[src/rtl/clock_pkg.sv]
// Shared definitions for the mm:ss timer: edit-command encodings,
// the BCD digit type and the default prescaler rate.
package clock_pkg;

    typedef logic [3:0] digit_t;

    typedef enum logic [2:0] {
        OP_NOP       = 3'b000,
        OP_SEC_ZERO  = 3'b001,
        OP_MIN_ADD   = 3'b010,
        OP_CLK_RESET = 3'b011,
        OP_MIN_SUB   = 3'b100
    } op_e;

    localparam int unsigned DEFAULT_TICKS_PER_SEC = 1000;

endpackage

[src/rtl/bcd_mod_counter.sv]
// Two-digit BCD counter, 0..MODULUS-1, with clear/inc/dec (in that priority).
// carry_o/borrow_o flag the wrap in the current cycle's step.
module bcd_mod_counter
    import clock_pkg::*;
#(
    parameter int unsigned MODULUS = 60
) (
    input  logic   clk,
    input  logic   rst_n,
    input  logic   inc_i,
    input  logic   dec_i,
    input  logic   clr_i,
    output digit_t tens_o,
    output digit_t units_o,
    output logic   carry_o,
    output logic   borrow_o
);

    localparam int unsigned MAX_VAL   = MODULUS - 1;
    localparam digit_t      MAX_TENS  = digit_t'(MAX_VAL / 10);
    localparam digit_t      MAX_UNITS = digit_t'(MAX_VAL % 10);

    digit_t tens_q, tens_d;
    digit_t units_q, units_d;
    logic   at_max, at_zero;

    assign at_max  = (tens_q == MAX_TENS) && (units_q == MAX_UNITS);
    assign at_zero = (tens_q == 4'd0) && (units_q == 4'd0);

    always_comb begin
        tens_d   = tens_q;
        units_d  = units_q;
        carry_o  = 1'b0;
        borrow_o = 1'b0;
        if (clr_i) begin
            tens_d  = 4'd0;
            units_d = 4'd0;
        end else if (inc_i) begin
            if (at_max) begin
                tens_d  = 4'd0;
                units_d = 4'd0;
                carry_o = 1'b1;
            end else if (units_q == 4'd9) begin
                tens_d  = tens_q + 4'd1;
                units_d = 4'd0;
            end else begin
                units_d = units_q + 4'd1;
            end
        end else if (dec_i) begin
            if (at_zero) begin
                tens_d   = MAX_TENS;
                units_d  = MAX_UNITS;
                borrow_o = 1'b1;
            end else if (units_q == 4'd0) begin
                tens_d  = tens_q - 4'd1;
                units_d = 4'd9;
            end else begin
                units_d = units_q - 4'd1;
            end
        end
    end

    always_ff @(posedge clk or negedge rst_n) begin
        if (!rst_n) begin
            tens_q  <= 4'd0;
            units_q <= 4'd0;
        end else begin
            tens_q  <= tens_d;
            units_q <= units_d;
        end
    end

    assign tens_o  = tens_q;
    assign units_o = units_q;

endmodule

[src/rtl/bcd_minsec_timer.sv]
// mm:ss up/down timer: prescaler to a one-second tick, BCD seconds/minutes
// counters, encoder edit commands, run gate and count-down expiry hold.
module bcd_minsec_timer
    import clock_pkg::*;
#(
    parameter int unsigned TICKS_PER_SEC = DEFAULT_TICKS_PER_SEC,
    parameter int unsigned MAX_MIN       = 59
) (
    input  logic       clk,
    input  logic       rst_n,
    input  logic [2:0] operation,
    input  logic       run,
    input  logic       dir,
    output logic       encoder_reset,
    output logic [3:0] dis_mX,
    output logic [3:0] dis_mU,
    output logic [3:0] dis_sX,
    output logic [3:0] dis_sU,
    output logic       sec_tick,
    output logic       wrap,
    output logic       expired
);

    localparam int unsigned      PW         = (TICKS_PER_SEC > 1) ? $clog2(TICKS_PER_SEC) : 1;
    localparam logic [PW-1:0]    PRESC_TERM = PW'(TICKS_PER_SEC - 1);

    logic [PW-1:0] presc_q, presc_d;
    logic          hold_q, hold_d;
    logic          sec_tick_q, wrap_q, expired_q, enc_rst_q;
    logic          wrap_d, expired_d;

    logic cmd_sec_zero, cmd_min_add, cmd_clk_reset, cmd_min_sub, cmd_any;
    logic tick_due, at_zero, step, step_up, step_dn;
    logic sec_carry, sec_borrow, min_carry, min_borrow_unused;
    digit_t sec_tens, sec_units, min_tens, min_units;

    always_comb begin
        cmd_sec_zero  = 1'b0;
        cmd_min_add   = 1'b0;
        cmd_clk_reset = 1'b0;
        cmd_min_sub   = 1'b0;
        case (operation)
            OP_SEC_ZERO:  cmd_sec_zero  = 1'b1;
            OP_MIN_ADD:   cmd_min_add   = 1'b1;
            OP_CLK_RESET: cmd_clk_reset = 1'b1;
            OP_MIN_SUB:   cmd_min_sub   = 1'b1;
            default:      ;
        endcase
    end

    assign cmd_any = cmd_sec_zero | cmd_min_add | cmd_clk_reset | cmd_min_sub;

    // Any command restarts the second and swallows a tick due this cycle.
    always_comb begin
        presc_d  = presc_q;
        tick_due = 1'b0;
        if (cmd_any) begin
            presc_d = '0;
        end else if (run) begin
            if (presc_q == PRESC_TERM) begin
                presc_d  = '0;
                tick_due = 1'b1;
            end else begin
                presc_d = presc_q + 1'b1;
            end
        end
    end

    assign at_zero = (min_tens == 4'd0) && (min_units == 4'd0) &&
                     (sec_tens == 4'd0) && (sec_units == 4'd0);
    assign step    = tick_due && !(dir && (hold_q || at_zero));
    assign step_up = step && !dir;
    assign step_dn = step && dir;

    bcd_mod_counter #(.MODULUS(60)) u_sec (
        .clk      (clk),
        .rst_n    (rst_n),
        .inc_i    (step_up),
        .dec_i    (step_dn),
        .clr_i    (cmd_sec_zero | cmd_clk_reset),
        .tens_o   (sec_tens),
        .units_o  (sec_units),
        .carry_o  (sec_carry),
        .borrow_o (sec_borrow)
    );

    bcd_mod_counter #(.MODULUS(MAX_MIN + 1)) u_min (
        .clk      (clk),
        .rst_n    (rst_n),
        .inc_i    ((step_up && sec_carry) || cmd_min_add),
        .dec_i    ((step_dn && sec_borrow) || cmd_min_sub),
        .clr_i    (cmd_clk_reset),
        .tens_o   (min_tens),
        .units_o  (min_units),
        .carry_o  (min_carry),
        .borrow_o (min_borrow_unused)
    );

    // minute_add alone never sees a seconds carry, so it cannot raise wrap.
    assign wrap_d    = step_up && sec_carry && min_carry;
    assign expired_d = step_dn && (min_tens == 4'd0) && (min_units == 4'd0) &&
                       (sec_tens == 4'd0) && (sec_units == 4'd1);

    always_comb begin
        hold_d = hold_q;
        if (cmd_any || !dir) begin
            hold_d = 1'b0;
        end else if (expired_d) begin
            hold_d = 1'b1;
        end
    end

    always_ff @(posedge clk or negedge rst_n) begin
        if (!rst_n) begin
            presc_q    <= '0;
            hold_q     <= 1'b0;
            sec_tick_q <= 1'b0;
            wrap_q     <= 1'b0;
            expired_q  <= 1'b0;
            enc_rst_q  <= 1'b0;
        end else begin
            presc_q    <= presc_d;
            hold_q     <= hold_d;
            sec_tick_q <= step;
            wrap_q     <= wrap_d;
            expired_q  <= expired_d;
            enc_rst_q  <= cmd_any;
        end
    end

    assign encoder_reset = enc_rst_q;
    assign sec_tick      = sec_tick_q;
    assign wrap          = wrap_q;
    assign expired       = expired_q;
    assign dis_mX        = min_tens;
    assign dis_mU        = min_units;
    assign dis_sX        = sec_tens;
    assign dis_sU        = sec_units;

endmodule

[config.mk]
export PLATFORM = sky130hd
export DESIGN_NAME = bcd_minsec_timer
export DESIGN_NICKNAME = d
export VERILOG_FILES = /design/src/rtl/clock_pkg.sv /design/src/rtl/bcd_mod_counter.sv /design/src/rtl/bcd_minsec_timer.sv
export SDC_FILE = /design/constraint.sdc
export NUM_CORES = 1
export LEC_CHECK = 0
export ABC_CLOCK_PERIOD_IN_PS = 8100
export CORE_ASPECT_RATIO = 0.7
export CORE_MARGIN = 3
export CORE_UTILIZATION = 30
export CTS_CLUSTER_DIAMETER = 30
export DETAILED_ROUTE_END_ITERATION = 10
export GPL_ROUTABILITY_DRIVEN = 0
export PLACE_DENSITY_LB_ADDON = 0.1
export SYNTH_ARGS = -nofsm -noshare
export SYNTH_HDL_FRONTEND = slang
export SYNTH_HIERARCHICAL = 1
export SYNTH_SLANG_ARGS = --single-unit
export TNS_END_PERCENT = 5
[constraint.sdc]
create_clock -name clk -period 8.1 [get_ports clk]
set_clock_uncertainty 0.2 [all_clocks]
set_input_delay 1.215 -clock clk [delete_from_list [all_inputs] [get_ports clk]]
set_output_delay 1.215 -clock clk [all_outputs]
set_load 0.05 [all_outputs]
==> flow_summary_export.csv, run 1 <==
group,metric,value,unit
power_and_ir_drop,p_leak,0.00114,µW
floorplanning,rows,26,
global_routing,first_global_vias,1972,
worst_setup_path,worstPathMaxFanout,12,
floorplanning,io_pins,27,
final_layout,nFillCells,783,
cts,cts_buffer_depth,2,
synthesis,syn_inst,270,
routing,drt_iter0_drc,135,
cts,htree_levels,2,
cts,cts_tree,"done",
power_and_ir_drop,switching_share,0.419,
cts,clock-sinks,31,
final_layout,fin_nets,319,
global_routing,antenna_found_initial,0,
power_and_ir_drop,power.switching,311,µW
place,dpl.hpwl,4360,µm
job,drv_cap,0,
synthesis,synth_nets,292,
routing,drcViolationCount,0,
routing,wirelength,6020,µm
routing,drt-wirelength-per-cell,15.2,µm
global_routing,overflow,0,
final_layout,diodes,0,
final_layout,final_common_cell,"dfrtp_1",
floorplanning,start_util,0.320,
cts,cts_hold_buffers,0,
routing,first_pass_iters,4,
power_and_ir_drop,ir_worst_vdd,0.167,mV
power_and_ir_drop,intPower,431,µW
worst_hold_path,hold_path_class,"flip-flop to flip-flop",
cts,cts_resized,0,
timing,setup_tns,0,ps
cts,clk_latency,280,ps
timing,slew_viol_final,0,
place,pre_cts_ws,2870,ps
routing,vias,2118,
power_and_ir_drop,pwr-share-comb,0.418,
timing,relSlewSlack,0.526,
run_status,status,"finished clean",
synthesis,avgSynthCellArea,8.98,µm²
worst_setup_path,cp_cell_sequence,"clkdlybuf4s50_1 -> or3_1 -> nand2_1 -> nand2_1 -> nor2_1 -> nand2b_1 -> nor2_1 -> nor2b_1 -> a31oi_1 -> a211oi_1 -> buf_4 -> and4b_4 -> a311oi_4 -> a41o_1 -> a22o_1",
timing,setup_violations,0,
final_layout,area_growth,21.5,%
timing,rsz0062_at_grt,"no",
routing,via_per_inst,5.35,
cts,cts_root_buf,"clkbuf_16",
worst_setup_path,cp.required,8060,ps
worst_setup_path,worstPathArrival,4910,ps
timing,finalCritPeriodShare,0.611,
timing,worst_slack,3150,ps
floorplanning,dieWidth,113,µm
power_and_ir_drop,power-per-cell-area,252,nW/µm²
cts,cts_made_buffers,5,
timing,fmax,0.202,GHz
place,io_buffers,26,
cts,clk_pin_slew,50,ps
floorplanning,dieArea,9210,µm²
floorplanning,die_h,81.2,µm
floorplanning,core,7580,µm²
power_and_ir_drop,power.share.clock,0.267,
routing,antenna_left,0,
worst_setup_path,critPathKind,"input port to flip-flop",
worst_setup_path,slowest_delay,560,ps
cts,cts_setup_buffers,0,
final_layout,layout_common_cells,"dfrtp_1, nor2_1, clkdlybuf4s50_1, nand2_1, inv_1",
worst_setup_path,startpoint_type,"input port",
global_routing,grt_usage,0.138,
timing,fin_crit,4950,ps
timing,finalHoldViolations,0,
worst_setup_path,end_kind,"flip-flop",
timing,worstMarginPinSlew,709,ps
worst_setup_path,critical-path-slowest-cell,"nor2_1",
synthesis,synth_warnings,6,
synthesis,syn-cell-area,2420,µm²
global_routing,grt_pass1_wl,10100,µm
final_layout,drive_gt1_frac,0.0973,
power_and_ir_drop,seqPwrFrac,0.314,
global_routing,grt_max_degree,32,
[final timing paths]
| path | start | endpoint | slack (ps) | depth (start not counted) |
|---|---|---|---|---|
| max | operation[1] | u_min/tens_o[0] | 3150 | 15 |
| min | hold_q | hold_q | 320 | 2 |
| max reg2reg | presc_q[0] | u_min/tens_o[0] | 3940 | 15 |
| min reg2reg | hold_q | hold_q | 320 | 2 |
| max in group asynchronous | rst_n | u_sec/units_o[0] | 6250 | 2 |
| min in group asynchronous | rst_n | presc_q[8] | 1150 | 2 |
[cell type report]
type	count	area, µm²	area share
Inverter	17	63.8	0.0217
Sequential cell	31	776	0.263
Timing Repair Buffer	29	283	0.0960
Clock buffer	7	153	0.0518
Clock inverter	1	7.51	0.00255
Tap cell	98	123	0.0416
Multi-Input combinational cell	213	1540	0.523
[through the flow]
step / std cells / utilization / instance area (µm²) / total power (µW) / hold slack [ps]
2_1_floorplan: 270 / - / 2420 / 452 / 277
3_3_place_gp: 388 / 0.368 / 2790 / 553 / 315
3_5_place_dp: 388 / 0.368 / 2790 / 547 / 316
4_1_cts: 396 / 0.389 / 2950 / 749 / 327
5_1_grt: 396 / 0.389 / 2950 / 790 / 391
6_report: 396 / 0.389 / 2950 / 743 / 324
[power groups by stage]
stage          Clock [µW]  Sequential, µW  Combinational, µW
3_5_place_dp            0             236                311
5_1_grt               212             241                337
4_1_cts               203             234                312
2_1_floorplan           0             300                152
6_report              198             234                311
3_3_place_gp            0             238                315
[state kept, by name (all words and copies together) (netlist names)]
name           count
encoder_reset      1
expired            1
hold_q             1
presc_q           10
sec_tick           1
u_min/tens_o       4
u_min/units_o      4
u_sec/tens_o       4
u_sec/units_o      4
wrap               1
[critical path: cells and delay by family]
family	cells	cell delay, ps
buffers and inverters	2	700
AOI/OAI and AO/OA	5	790
and+or+nand+nor	8	2180
[per-layer routing]
| layer | vias up | global-route usage | wire length, µm |
|---|---|---|---|
| li1 | 1062 | - | - |
| met1 | 997 | 0.217 | 3390 |
| met2 | 55 | 0.185 | 2280 |
| met3 | 4 | 0.0305 | 317 |
| met4 | 0 | 0.0348 | 35 |
| met5 | - | 0 | 0 |
Note: power is estimated with default switching activity, not from simulation.
==> run 2, diff against run 1 <==
Settings changed: ABC_CLOCK_PERIOD_IN_PS 8100 to 4430.
Clock period 8.1 ns to 4.43 ns, I/O delays scaled along.
==> flow_summary_export.csv, run 2 (synthesis results as in run 1) <==
group,metric,value,unit
routing,drt-wirelength-per-cell,15.6,µm
cts,cts_tree,"done",
final_layout,diodes,0,
worst_setup_path,critical-path-slowest-cell,"clkdlybuf4s50_1",
worst_setup_path,end_kind,"flip-flop",
run_status,status,"finished clean",
final_layout,largest_reg_flops,10,
cts,cts_setup_buffers,0,
final_layout,regMostFlops,"presc_q",
place,dpl.hpwl,4490,µm
worst_setup_path,cp.required,4390,ps
cts,cts_root_buf,"clkbuf_16",
routing,first_pass_iters,4,
timing,fin_crit,3900,ps
global_routing,grt_max_degree,32,
timing,finalHoldViolations,0,
global_routing,antenna_found_initial,0,
job,drv_cap,0,
power_and_ir_drop,pwr-share-comb,0.430,
timing,worst_slack,526,ps
place,io_buffers,26,
timing,setup_tns,0,ps
routing,vias,2137,
worst_hold_path,hold_path_class,"flip-flop to flip-flop",
power_and_ir_drop,p_leak,0.00115,µW
timing,finalCritPeriodShare,0.881,
worst_setup_path,cp_cell_sequence,"clkdlybuf4s50_1 -> or3_1 -> nand2_1 -> nand2_1 -> nor2_1 -> nand2b_1 -> nor2_1 -> nor2b_1 -> a31oi_1 -> a211oi_1 -> buf_4 -> and4b_4 -> a311oi_4 -> a41o_1 -> a22o_1",
cts,clk_latency,270,ps
power_and_ir_drop,switching_share,0.425,
cts,cts_made_buffers,5,
global_routing,grt_pass1_wl,10300,µm
worst_setup_path,startpoint_type,"input port",
final_layout,final_common_cell,"dfrtp_1",
final_layout,drive_gt1_frac,0.103,
power_and_ir_drop,power.share.clock,0.251,
floorplanning,die_h,81.2,µm
final_layout,area_growth,21.8,%
cts,htree_levels,2,
timing,rsz0062_at_grt,"no",
cts,cts_hold_buffers,0,
routing,via_per_inst,5.37,
routing,antenna_left,0,
worst_setup_path,worstPathMaxFanout,12,
floorplanning,rows,26,
floorplanning,start_util,0.320,
global_routing,grt_usage,0.140,
power_and_ir_drop,seqPwrFrac,0.319,
worst_setup_path,worstPathArrival,3860,ps
power_and_ir_drop,ir_worst_vdd,0.322,mV
cts,clk_pin_slew,50,ps
power_and_ir_drop,power-per-cell-area,453,nW/µm²
timing,worstMarginPinSlew,661,ps
place,pre_cts_ws,289,ps
timing,fmax,0.256,GHz
cts,cts_buffer_depth,2,
floorplanning,dieArea,9210,µm²
power_and_ir_drop,power.switching,568,µW
timing,slew_viol_final,0,
final_layout,fin_nets,322,
power_and_ir_drop,intPower,770,µW
worst_setup_path,critPathKind,"input port to flip-flop",
floorplanning,dieWidth,113,µm
cts,cts_resized,0,
timing,setup_violations,0,
routing,drt_iter0_drc,116,
worst_setup_path,slowest_delay,500,ps
global_routing,first_global_vias,1948,
routing,wirelength,6200,µm
timing,hold_slack,313,ps
timing,relSlewSlack,0.560,
final_layout,layout_common_cells,"dfrtp_1, nor2_1, clkdlybuf4s50_1, nand2_1, inv_1",
routing,drcViolationCount,0,
worst_setup_path,path_buf_inv,2,
cts,clock-sinks,31,
worst_setup_path,path_delay_family,"simple AND/OR/NAND/NOR gates",
floorplanning,io_pins,27,
global_routing,overflow,0,
floorplanning,core,7580,µm²
[run 2: changes by cell type in the layout (fill, tap and decap cells not counted)]
cell        previous run  this run
clkinvlp_4             1         0
clkbuf_8               2         1
clkinv_2               0         1
buf_4                  3         6
[run 2: worst min-delay path, delay by kind of cell, from the launching register on]
family | cells | cell delay [ps]
AO/OA/AOI/OAI | 1 | 40
flip-flops | 1 | 340
AND/OR/NAND/NOR | 1 | 90
[run 2: power groups by stage]
stage	registers, µW	logic (µW)	clock network (µW)
final	427	575	336
after global routing	440	619	359
after CTS	428	575	343
after detailed placement	432	573	0
after global placement	434	575	0
after floorplan	549	277	0
[run 2: final timing paths]
path | to | start | slack [ps] | cells past startpoint
worst max-delay path | u_min/tens_o[0] | operation[1] | 530 | 15
worst min-delay path | hold_q | hold_q | 310 | 2
worst max register to register | u_min/tens_o[0] | presc_q[0] | 810 | 15
worst min register to register | hold_q | hold_q | 310 | 2
max in group asynchronous | presc_q[6] | rst_n | 3130 | 2
min in group asynchronous | presc_q[1] | rst_n | 600 | 2
[run 2: layout make-up]
class                           count  area (µm²)
Fill cell                         776        4630
Multi-Input combinational cell    213        1540
Sequential cell                    31         776
Timing Repair Buffer               32         305
Clock buffer                        6         139
Tap cell                           98         123
Inverter                           17        63.8
Clock inverter                      1        5.00
[run 2: metal layers]
metal  vias up  wire length [µm]  global-route usage
li1       1067                 -                   -
met1      1006              3450               0.222
met2        62              2420               0.187
met3         2               309              0.0335
met4         0                18              0.0288
met5         -                 0                   0
[run 2: stage by stage]
stage	instances	utilization	power, µW	instance area [µm²]
2_1_floorplan	270	-	826	2420
3_3_place_gp	391	0.371	1010	2810
3_5_place_dp	391	0.371	1000	2810
4_1_cts	398	0.390	1350	2950
5_1_grt	398	0.390	1420	2950
6_report	398	0.390	1340	2950
==> run 3, diff against run 2 <==
Settings changed: CTS_BUF_LIST from default to sky130_fd_sc_hd__clkbuf_4 sky130_fd_sc_hd__clkbuf_8, SYNTH_HIERARCHICAL 1 to default.
==> flow_summary_export.csv, run 3 <==
group,metric,value,unit
synthesis,ys_types,56,
cts,clk_pin_slew,70,ps
global_routing,overflow,0,
cts,cts_root_buf,"clkbuf_8",
global_routing,antenna_found_initial,0,
synthesis,synthFlopType,"dfrtp_1",
timing,setup_violations,0,
final_layout,largest_reg_flops,10,
synthesis,synth_warnings,0,
synthesis,synth_top_area_frac,0.335,
routing,first_pass_iters,4,
cts,cts_made_buffers,5,
power_and_ir_drop,power.switching,490,µW
synthesis,syn-cell-area,2320,µm²
cts,htree_levels,2,
timing,finalHoldViolations,0,
synthesis,async_reset_ff_frac,1.00,
timing,rsz0062_at_grt,"no",
routing,via_per_inst,5.19,
timing,slew_viol_final,0,
job,drv_cap,0,
cts,cts_resized,0,
routing,drt-wirelength-per-cell,14.8,µm
synthesis,avgSynthCellArea,8.55,µm²
synthesis,ys_seq_area_frac,0.335,
place,dpl.hpwl,4350,µm
final_layout,regMostFlops,"presc_q",
synthesis,synth-edff-count,0,
synthesis,syn_inst,271,
power_and_ir_drop,power.share.clock,0.273,
cts,cts_buffer_depth,2,
routing,wirelength,5850,µm
timing,finalCritPeriodShare,0.743,
run_status,status,"finished clean",
power_and_ir_drop,seqPwrFrac,0.317,
timing,fmax,0.304,GHz
cts,cts_hold_buffers,0,
synthesis,synth_seq_cells,31,
floorplanning,die_h,79.5,µm
routing,drt_iter0_drc,84,
final_layout,diodes,0,
final_layout,area_growth,20.6,%
synthesis,yosysTopAreaCell,"dfrtp_1",
global_routing,grt_max_degree,32,
floorplanning,io_pins,27,
routing,drcViolationCount,0,
power_and_ir_drop,intPower,748,µW
worst_setup_path,worstPathArrival,3250,ps
worst_setup_path,startpoint_type,"input port",
routing,vias,2050,
final_layout,layout_common_cells,"dfrtp_1, nand2_1, clkdlybuf4s50_1, nor2_1, nand3_1",
power_and_ir_drop,p_leak,0.00111,µW
final_layout,final-instance-count-excl-fill,395,
floorplanning,start_util,0.314,
timing,setup_tns,0,ps
floorplanning,dieWidth,111,µm
worst_setup_path,end_kind,"flip-flop",
power_and_ir_drop,switching_share,0.396,
power_and_ir_drop,power-per-cell-area,443,nW/µm²
timing,fin_crit,3290,ps
worst_hold_path,hold_path_class,"flip-flop to flip-flop",
worst_setup_path,worstPathMaxFanout,14,
timing,worstMarginPinSlew,765,ps
floorplanning,core,7380,µm²
final_layout,fin_nets,318,
power_and_ir_drop,ir_worst_vdd,0.269,mV
floorplanning,rows,26,
floorplanning,dieArea,8830,µm²
timing,relSlewSlack,0.486,
global_routing,grt_usage,0.136,
cts,clock-sinks,31,
synthesis,synth_nets,293,
final_layout,drive_gt1_frac,0.0572,
routing,antenna_left,0,
cts,clk_latency,280,ps
global_routing,first_global_vias,1913,
place,placed_cells,387,
final_layout,nFillCells,764,
place,io_buffers,26,
cts,cts_tree,"done",
global_routing,grt_pass1_wl,9840,µm
synthesis,synthTopCellsByArea,"dfrtp_1, ha_1, nand2_1, nor2_1, nand3_1",
final_layout,final_common_cell,"dfrtp_1",
cts,cts_setup_buffers,0,
worst_setup_path,cp.required,4390,ps
worst_setup_path,critPathKind,"input port to flip-flop",
synthesis,netlist_top_cells_count,"dfrtp_1, nand2_1, nor2_1",
synthesis,yosysMostFrequentCell,"dfrtp_1",
power_and_ir_drop,pwr-share-comb,0.410,
## run 3: metrics by stage
step                      utilization  hold WS [ps]  setup slack [ps]  power [µW]  cell area [µm²]
final                           0.379           334              1140        1240             2800
after global placement          0.360           325               891         918             2660
after global routing            0.379           366               983        1330             2800
after floorplan                     -           169              1630         750             2320
after CTS                       0.379           337              1130        1250             2800
after detailed placement        0.360           328               831         905             2660
## run 3: path summary, 6_finish.rpt
path                                    end  slack, ps              from  depth (start not counted)
hold / removal                   presc_q[8]        330        presc_q[8]                          1
hold reg to reg                  presc_q[8]        330        presc_q[8]                          1
max in group asynchronous        presc_q[7]       3140             rst_n                          2
min in group asynchronous  u_min.units_o[2]        580             rst_n                          2
setup reg to reg            u_min.tens_o[1]       1440  u_sec.units_o[0]                          8
setup / recovery            u_min.tens_o[1]       1140      operation[0]                          7
## run 3: cell type report
cell class	count	area, µm²	share of cell area
clock inverter	2	60.1	0.0215
clock buffer	6	76.3	0.0273
tap	98	123	0.0439
sequential	31	776	0.278
inverter	13	48.8	0.0175
multi-input combinational	218	1440	0.517
timing repair buffer	27	268	0.0958
## run 3: kinds of logic after synthesis
logic type,Yosys count,synth area share
AO/OA/AOI/OAI,65,0.200
XOR/XNOR,8,0.0302
AND/OR/NAND/NOR,124,0.280
buffers and inverters,22,0.0421
multiplexers,6,0.0319
flip-flops,31,0.335
adder cells (fa/ha/maj),15,0.0810
## run 3: power groups by stage
stage / Sequential [µW] / Clock, µW / Combinational [µW]
detailed placement: 397 / 0 / 507
floorplan: 498 / 0 / 251
CTS: 392 / 351 / 511
global placement: 397 / 0 / 520
finish: 393 / 338 / 508
global route: 404 / 368 / 559
## run 3: critical path, stage by stage
cell	delay (ps)
clkdlybuf4s50_1	550
or3_1	420
a2111o_1	570
o22ai_4	450
a2bb2oi_2	150
nand2_2	120
mux2_1	320
## run 3: routing by layer
layer | part of all wire | wire [µm] | track usage | vias up
met3 | 0.036 | 209 | 0.0364 | 4
met4 | 0.0065 | 38 | 0.0255 | 0
li1 | - | - | - | 1049
met2 | 0.40 | 2350 | 0.197 | 26
met1 | 0.56 | 3260 | 0.204 | 971
met5 | 0 | 0 | 0 | -
==> variant: new RTL, settings of run 2 <==
Set the package constant `DEFAULT_TICKS_PER_SEC` to 500 (it was 1000).
--- a/src/rtl/clock_pkg.sv
+++ b/src/rtl/clock_pkg.sv
@@ -14,3 +14,3 @@
 
-    localparam int unsigned DEFAULT_TICKS_PER_SEC = 1000;
+    localparam int unsigned DEFAULT_TICKS_PER_SEC = 500;
 
Function: same outputs for any inputs over 10 cycles, from zero or initial values and one cycle with rst_n low; that may be too few to reach the edited logic, so the function may still have changed.
==> variant against run 2 <==
Worst setup slack better by 190 ps. Wire length is 4.8% lower. Design area decreased by 5.3%. First-iteration DRC count decreased by 6.0%. Power is 9.4% lower. Utilization down 1.3 points. Sequential cell count down 1. Largest power group unchanged. Synthesized area is 4.3% lower.
==> variant: results (changes against run 2) <==
* Outcome: complete, no violations (unchanged)
* Tot GR Track Use at 14.1% (was 14.0%)
* Synth warn at 6 (unchanged)
* Vias in the first global route at 1895 (was 1948)
* Largest register FFs at 9 (was 10)
* Layout net count at 309 (was 322)
* Drt pass-1 iters at 4 (unchanged)
* Pin count of the biggest net entering global routing at 31 (was 32)
* Total wire length after detailed routing at 5900 µm (was 6200 µm)
* CP arrival at 3700 ps (was 3860 ps)
* PostCTS Resize Cnt at 0 (unchanged)
* First-pass GRT wire length at 10000 µm (was 10300 µm)
* Port-buffer cells at 26 (unchanged)
* Leakage at 1.10 nW (was 1.15 nW)
* Post-DP HPWL at 4330 µm (was 4490 µm)
* Drt first-iter violations at 109 (was 116)
* Layout cell share with drive strength beyond 1 at 9.38% (was 10.3%)
* Max rail drop VDD at 319 µV (was 322 µV)
* Worst-Skew Late Latency at 290 ps (was 270 ps)
* Syn Nets at 279 (was 292)
* Via density at 5.26 (was 5.37)
* Setup WS pre-CTS at 432 ps (was 289 ps)
* Slew Limit Headroom at 52.8% (was 56.0%)
* Root buffer cell: clkbuf_8 (was clkbuf_16)
* Clock slew at reported path FFs at 80 ps (was 50 ps)
* Drt drc at 0 (unchanged)
==> variant: layout make-up <==
type	instances	area (µm²)
flip-flops and latches	30	751
fillers	790	4620
repair buffers	32	305
multi-input cells	203	1470
clock inverters	1	5.00
clock buffers	7	86.3
inverters	15	56.3
well taps	98	123
==> variant: metal layers <==
layer / up-vias / global-route usage [%] / share of wire, %
met5: - / 0 / 0
met1: 956 / 22.2 / 56
met3: 5 / 2.95 / 4.1
met2: 41 / 18.8 / 39
li1: 1027 / - / -
met4: 0 / 4.01 / 0.92
==> variant: path summary, 6_finish.rpt <==
check                        startpoint               to  slack, ps  depth (start not counted)
max in group asynchronous         rst_n       presc_q[8]       3150                          2
setup reg to reg             presc_q[0]  u_min/tens_o[0]        790                         15
hold reg to reg                  hold_q           hold_q        350                          1
hold / removal                   hold_q           hold_q        350                          1
min in group asynchronous         rst_n       presc_q[3]        570                          2
setup / recovery           operation[1]  u_min/tens_o[0]        720                         15
==> variant: critical path, cell delays in order <==
cell and delay, ps:
clkdlybuf4s50_1 520, nor3_1 260, or2_2 180, nand2_1 90, nor2_1 150, nand2b_1 170
nor2_1 140, nor2b_1 220, a31oi_1 110, a211oi_1 210, buf_4 210, and4b_4 270
a311oi_4 60, a41o_1 250, a22o_1 180
==> variant: where the power goes <==
| part | total, mW | internal (mW) | switching [mW] |
|---|---|---|---|
| Clock | 0.240 | 0.125 | 0.115 |
| Combinational | 0.553 | 0.217 | 0.336 |
| Sequential | 0.419 | 0.315 | 0.103 |
| Total | 1.21 | 0.658 | 0.555 |
==> variant: per-stage QoR <==
| step | utilization, % | total power [mW] | std cells | area [µm²] |
|---|---|---|---|---|
| 5_1_grt | 37.7 | 1.29 | 386 | 2800 |
| 3_5_place_dp | 36.5 | 0.978 | 378 | 2710 |
| 6_report | 37.7 | 1.21 | 386 | 2800 |
| 3_3_place_gp | 36.5 | 0.984 | 378 | 2710 |
| 2_1_floorplan | - | 0.798 | 257 | 2320 |
| 4_1_cts | 37.7 | 1.22 | 386 | 2800 |
